==> src/rtl/led_pattern_player.sv <==
// rtl/led_pattern_player.sv - sequential LED pattern playback from a sync-read pattern memory
// Optional blank gap between steps: define LED_PLAYER_BLANK_GAP_EN.
module led_pattern_player #(
    parameter int LED_W      = 4,
    parameter int ADDR_W     = 4,
    parameter int HOLD_TICKS = 3,
    parameter int GAP_TICKS  = 1
) (
    input  logic              clk,
    input  logic              reset_n,
    input  logic              start,
    input  logic              stop,
    input  logic [ADDR_W-1:0] last_idx,
    input  logic              tick,
    output logic              mem_rd_en,
    output logic [ADDR_W-1:0] mem_addr,
    input  logic [LED_W-1:0]  mem_rdata,
    output logic [LED_W-1:0]  led,
    output logic [ADDR_W-1:0] step,
    output logic              busy,
    output logic              done
);

    if (HOLD_TICKS < 1 || HOLD_TICKS > 255) begin : g_bad_hold
        $error("HOLD_TICKS out of range 1..255");
    end
    if (GAP_TICKS < 1 || GAP_TICKS > 255) begin : g_bad_gap
        $error("GAP_TICKS out of range 1..255");
    end

    localparam logic [7:0] HOLD_LAST = 8'(HOLD_TICKS - 1);
`ifdef LED_PLAYER_BLANK_GAP_EN
    localparam logic [7:0] GAP_LAST  = 8'(GAP_TICKS - 1);
`endif

    typedef enum logic [2:0] {
        S_IDLE,
        S_FETCH,
        S_LATCH,
        S_SHOW,
`ifdef LED_PLAYER_BLANK_GAP_EN
        S_GAP,
`endif
        S_DONE
    } state_t;

    state_t            state_q, state_d;
    logic [LED_W-1:0]  led_q, led_d;
    logic [ADDR_W-1:0] step_q, step_d;
    logic [ADDR_W-1:0] mem_addr_q, mem_addr_d;
    logic [ADDR_W-1:0] last_q, last_d;
    logic              mem_rd_en_q, mem_rd_en_d;
    logic              busy_q, busy_d;
    logic              done_q, done_d;
    logic [7:0]        hold_q, hold_d;
    logic              in_busy_state;

    assign in_busy_state = (state_q != S_IDLE) && (state_q != S_DONE);

    always_comb begin
        state_d     = state_q;
        led_d       = led_q;
        step_d      = step_q;
        mem_addr_d  = mem_addr_q;
        last_d      = last_q;
        mem_rd_en_d = 1'b0;
        busy_d      = busy_q;
        done_d      = done_q;
        hold_d      = hold_q;

        case (state_q)
            S_IDLE, S_DONE: begin
                if (start && !stop) begin
                    last_d      = last_idx;
                    step_d      = '0;
                    done_d      = 1'b0;
                    busy_d      = 1'b1;
                    mem_rd_en_d = 1'b1;
                    mem_addr_d  = '0;
                    state_d     = S_FETCH;
                end
            end
            S_FETCH: state_d = S_LATCH;
            S_LATCH: begin
                led_d   = mem_rdata;
                hold_d  = 8'd0;
                state_d = S_SHOW;
            end
            S_SHOW: begin
                if (tick) begin
                    if (hold_q == HOLD_LAST) begin
                        // Last-step check comes first, so step never wraps.
                        if (step_q == last_q) begin
                            led_d   = '0;
                            done_d  = 1'b1;
                            busy_d  = 1'b0;
                            state_d = S_DONE;
                        end else begin
                            step_d = step_q + 1'b1;
`ifdef LED_PLAYER_BLANK_GAP_EN
                            led_d   = '0;
                            hold_d  = 8'd0;
                            state_d = S_GAP;
`else
                            mem_rd_en_d = 1'b1;
                            mem_addr_d  = step_q + 1'b1;
                            state_d     = S_FETCH;
`endif
                        end
                    end else if (hold_q != 8'hFF) begin
                        hold_d = hold_q + 8'd1;
                    end
                end
            end
`ifdef LED_PLAYER_BLANK_GAP_EN
            S_GAP: begin
                if (tick) begin
                    if (hold_q == GAP_LAST) begin
                        mem_rd_en_d = 1'b1;
                        mem_addr_d  = step_q;
                        state_d     = S_FETCH;
                    end else if (hold_q != 8'hFF) begin
                        hold_d = hold_q + 8'd1;
                    end
                end
            end
`endif
            default: state_d = S_IDLE;
        endcase

        // Abort overrides everything, including a coincident start.
        if (stop && in_busy_state) begin
            state_d     = S_IDLE;
            led_d       = '0;
            mem_rd_en_d = 1'b0;
            step_d      = '0;
            done_d      = 1'b0;
            busy_d      = 1'b0;
        end
    end

    always_ff @(posedge clk or negedge reset_n) begin
        if (!reset_n) begin
            state_q     <= S_IDLE;
            led_q       <= '0;
            step_q      <= '0;
            mem_addr_q  <= '0;
            last_q      <= '0;
            mem_rd_en_q <= 1'b0;
            busy_q      <= 1'b0;
            done_q      <= 1'b0;
            hold_q      <= 8'd0;
        end else begin
            state_q     <= state_d;
            led_q       <= led_d;
            step_q      <= step_d;
            mem_addr_q  <= mem_addr_d;
            last_q      <= last_d;
            mem_rd_en_q <= mem_rd_en_d;
            busy_q      <= busy_d;
            done_q      <= done_d;
            hold_q      <= hold_d;
        end
    end

    assign mem_rd_en = mem_rd_en_q;
    assign mem_addr  = mem_addr_q;
    assign led       = led_q;
    assign step      = step_q;
    assign busy      = busy_q;
    assign done      = done_q;

endmodule

==> config.mk <==
export PLATFORM = sky130hd
export DESIGN_NAME = led_pattern_player
export DESIGN_NICKNAME = d
export VERILOG_FILES = /design/src/rtl/led_pattern_player.sv
export SDC_FILE = /design/constraint.sdc
export NUM_CORES = 1
export LEC_CHECK = 0
export ABC_AREA = 1
export CORE_UTILIZATION = 28
export CTS_CLUSTER_DIAMETER = 100
export CTS_CLUSTER_SIZE = 30
export DETAILED_ROUTE_END_ITERATION = 8
export GPL_TIMING_DRIVEN = 0
export PLACE_DENSITY_LB_ADDON = 0.3
export SLEW_MARGIN = 20
export SYNTH_ARGS = -nofsm -noshare
export SYNTH_HDL_FRONTEND = slang
export SYNTH_SLANG_ARGS = --single-unit
export TNS_END_PERCENT = 10
==> constraint.sdc <==
create_clock -name clk -period 5 [get_ports clk]
set_clock_uncertainty 0.2 [all_clocks]
set_input_delay 1 -clock clk [delete_from_list [all_inputs] [get_ports clk]]
set_output_delay 1 -clock clk [all_outputs]
set_load 0.02 [all_outputs]
==> metrics.log <==
INFO  metric worst_ep_required_time = 3.80 ns
INFO  metric peakVddDrop = around 0.19 mV
INFO  metric floorplan.die.width = between 70 and 80 um
INFO  metric worst_slew_margin_rel = a little under three fifths
INFO  metric number_of_buffers_inserted_to_repair_setup_after_cts = 0
INFO  metric synth_seq_area_share = about 45%
INFO  metric cts_made_buffers = 5
INFO  metric mappedNetlistNets = ~230
INFO  metric cts_max_level = 2
INFO  metric antenna_violations_before_repair = 0
INFO  metric global_route_wire_length_before_repair = 6.051 mm
INFO  metric critical_path_arrival = 1.39 ns
INFO  metric area_enclosed_by_the_die_boundary = about 6300 um^2
INFO  metric nNetsFinal = 263
INFO  metric place.gp.congestion = 0.7678
INFO  metric pin_count_of_the_biggest_net_entering_global_routing = 31
INFO  metric mappedNetlistArea = between 1500 and 2000 um^2
INFO  metric unrepaired_setup_endpoints_after_global_routing = no
INFO  metric fill_cells = roughly 600
INFO  metric design_area = around 2100 um^2
INFO  metric timing.rr.start = hold_q[0]$_DFFE_PN0P_
INFO  metric worst_slew_pin_slew = roughly 0.67 ns
INFO  metric post_dp_cell_area = a little over 2000 um^2
INFO  metric p_leak = 1.006 nW
INFO  metric post_drt_wl_per_cell = approximately 11 um
INFO  metric critPathMaxFanout = 6
INFO  metric first_global_vias = about 1.3k
INFO  metric tritoncts = yes
INFO  metric hpwlAfterDp = approximately 2.5 mm
INFO  metric crit_chain = clkdlybuf4s50_1
INFO  metric min-delay-start = led[0]$_DFFE_PN0P_
INFO  metric floorplan.initialDensity = approximately 30%
INFO  metric master_of_the_slowest_instance_on_the_critical_path = clkdlybuf4s50_1
INFO  metric number_of_antenna_cells_inserted = 0
INFO  metric drv_slew = 0
INFO  metric max-cap-violations = 0
INFO  metric core = approximately 5600 um^2
INFO  metric grt.met1_usage = between 10% and 20%
INFO  metric gr-usage-met2 = a little under a fifth
INFO  metric cellPowerDensity = between 400 and 500 nW/um^2
INFO  metric path_delay_family = buffers and inverters
INFO  metric grt_busiest_layer = met2
INFO  metric finalHoldViolCount = 0
INFO  metric chipHeight = between 70 and 80 um
INFO  metric yosys.cell_types.count = 25
INFO  metric ant_nets = 0
INFO  metric dpl_worst_slack = roughly 2.3 ns
INFO  metric drt-initial-drc-count = 76
INFO  metric period_needed = about 2.6 ns
INFO  metric gr-usage-met3 = ~3.2%
INFO  metric sink_count_of_the_clock_tree = 30
INFO  metric timing.critical_path.from = step[2]$_DFFE_PN0P_
INFO  metric timing.final.setup_violations = 0
INFO  metric result_of_the_run = completed
INFO  metric post-place-cells = 312
INFO  metric routed_via_density = 4.322
INFO  metric fin_crit_sh = roughly half
INFO  metric timing.setup.critical_path_class = reg -> out
INFO  metric top_level_ports = 28
INFO  metric max_freq = ~390 MHz
INFO  metric postCtsResizedCells = 0
INFO  metric cts_stage_hold_buffer_count = 0
INFO  metric overflow = 0
INFO  metric final_layout_size_suffix_gt1_share = 14.92%
INFO  metric buffer_levels_on_the_longest_clock_path = 2
INFO  metric hold_class = reg -> reg
INFO  metric standard_cell_rows = 27
INFO  metric endpoint_kind = primary output
INFO  metric detail_route.wirelength = 3.380 mm
INFO  metric cts_root_buf = clkbuf_8
INFO  metric yosysWarnings = 0
INFO  metric syn_to_final_growth = 26.74%
INFO  metric clkLatencyLatePin = ~0.28 ns
INFO  metric dr.pass1.iters = 4
INFO  metric critPathLaunchType = flip-flop
INFO  metric postSynthRegisterBits = 30
INFO  metric layoutNonFillerInstCount = 320
INFO  metric setup_tns = 0 ns
INFO  metric port-buffer-count = 27
INFO  metric routed-via-count = between 1k and 1.5k
INFO  metric worstPathBufferInverterCount = 1
INFO  metric synthesis.instances = roughly 210
INFO  metric clkSlewWorstSetupHoldPaths = roughly 0.060 ns
INFO  metric timing.final.ws_setup = around 2.4 ns
INFO  metric max_stage_delay = 0.65 ns
INFO  metric drc = 0
INFO  metric average_cell_area_after_synthesis = between 7 and 8 um^2
INFO  metric globalRouteTotalUtil = around 12%
[per-layer routing]
layer / share of wire [%] / wire (um)
met1: 50 / 1695
met2: 44 / 1495
met3: 3.6 / 123
met4: 1.9 / 65
met5: 0 / 0
[path summary, 6_finish.rpt]
| check | to | slack [ns] | cells past startpoint |
|---|---|---|---|
| min in group asynchronous | hold_q[0]$_DFFE_PN0P_ | 0.54 | 1 |
| max in group asynchronous | led[1]$_DFFE_PN0P_ | 3.61 | 1 |
| min reg2reg | led[0]$_DFFE_PN0P_ | 0.29 | 2 |
| min | led[0]$_DFFE_PN0P_ | 0.29 | 2 |
| max reg2reg | led[3]$_DFFE_PN0P_ | 3.20 | 9 |
| max | step[2] | 2.41 | 1 |
[flip-flops by register name (all words and copies together), names as in the netlist]
| name | cells |
|---|---|
| hold_q | 8 |
| last_q | 4 |
| led | 4 |
| mem_addr | 4 |
| step | 4 |
| state_q | 3 |
| busy | 1 |
| done | 1 |
| mem_rd_en | 1 |
[through the flow]
stage | hold slack, ns | total power [W] | util (%)
after floorplan | 0.2709 | 0.0005999 | -
after global placement | 0.2727 | 0.0007155 | 35.99
after detailed placement | 0.2822 | 0.0007208 | 35.91
after CTS | 0.2973 | 0.0009260 | 37.53
after global routing | 0.3215 | 0.0009923 | 37.53
final | 0.2902 | 0.0009118 | 37.53
[cell families after synthesis]
family	after synthesis	share of synthesized area [%]
DFF	30	44.94
buffers and inverters	24	6.291
and+or+nand+nor	127	34.46
adders and majority gates	3	2.247
xor gates and xnor gates	5	2.622
AOI/OAI and AO/OA	24	9.438
[Yosys cell counts]
cell type,n,area (um^2)
nand2_1,82,307.8
dfrtp_1,30,750.7
inv_1,18,67.56
nand3_1,13,65.06
nor2_1,12,45.04
o21ai_0,10,50.05
o21ai_2,7,61.31
nand2_2,5,31.28
o21ai_1,5,25.02
inv_2,4,15.01
nor2_4,4,45.04
xor2_1,4,35.03
ha_1,3,37.54
nor3_1,3,15.01
buf_6,2,22.52
or2_2,2,12.51
a21oi_1,1,5.000
a21oi_4,1,16.27
nand2_4,1,11.26
nand3_2,1,10.01
nand3b_1,1,7.510
nand4_1,1,6.260
nand4_2,1,12.51
nor2_2,1,6.260
xnor2_1,1,8.760
[cell usage in the layout, fill, tap and decap left out]
cell,synthesis,layout
buf_6,2,2
o21ai_2,7,7
xor2_1,4,4
nor3_1,3,3
or2_2,2,2
clkinv_2,0,1
nand4_1,1,1
nor2_4,4,4
a21oi_4,1,1
nand3_1,13,13
nor2_2,1,1
o21ai_0,10,10
clkbuf_8,0,6
dfrtp_1,30,30
inv_2,4,4
buf_2,0,1
nand2_4,1,1
xnor2_1,1,1
ha_1,3,3
nand2_2,5,5
nand2_1,82,82
nand3_2,1,1
nand4_2,1,1
clkbuf_1,0,1
a21oi_1,1,1
nand3b_1,1,1
o21ai_1,5,5
inv_1,18,18
clkdlybuf4s50_1,0,26
nor2_1,12,12
[report_power, final]
part | switching (W) | internal [W]
logic | 0.000235 | 0.000144
registers | 0.0000351 | 0.000297
clock network | 0.0000897 | 0.000111
total | 0.000360 | 0.000552
[layout make-up]
type / count / area (um^2) / area share, %
multi-input combinational: 159 / 814.5 / 38.48
clock buffer: 7 / 86.33 / 4.078
tap: 72 / 90.09 / 4.255
buffer: 2 / 22.52 / 1.064
clock inverter: 1 / 5.005 / 0.2364
inverter: 22 / 82.58 / 3.901
sequential: 30 / 750.7 / 35.46
timing repair buffer: 27 / 265.3 / 12.53
(Power assumes the default switching activity.)
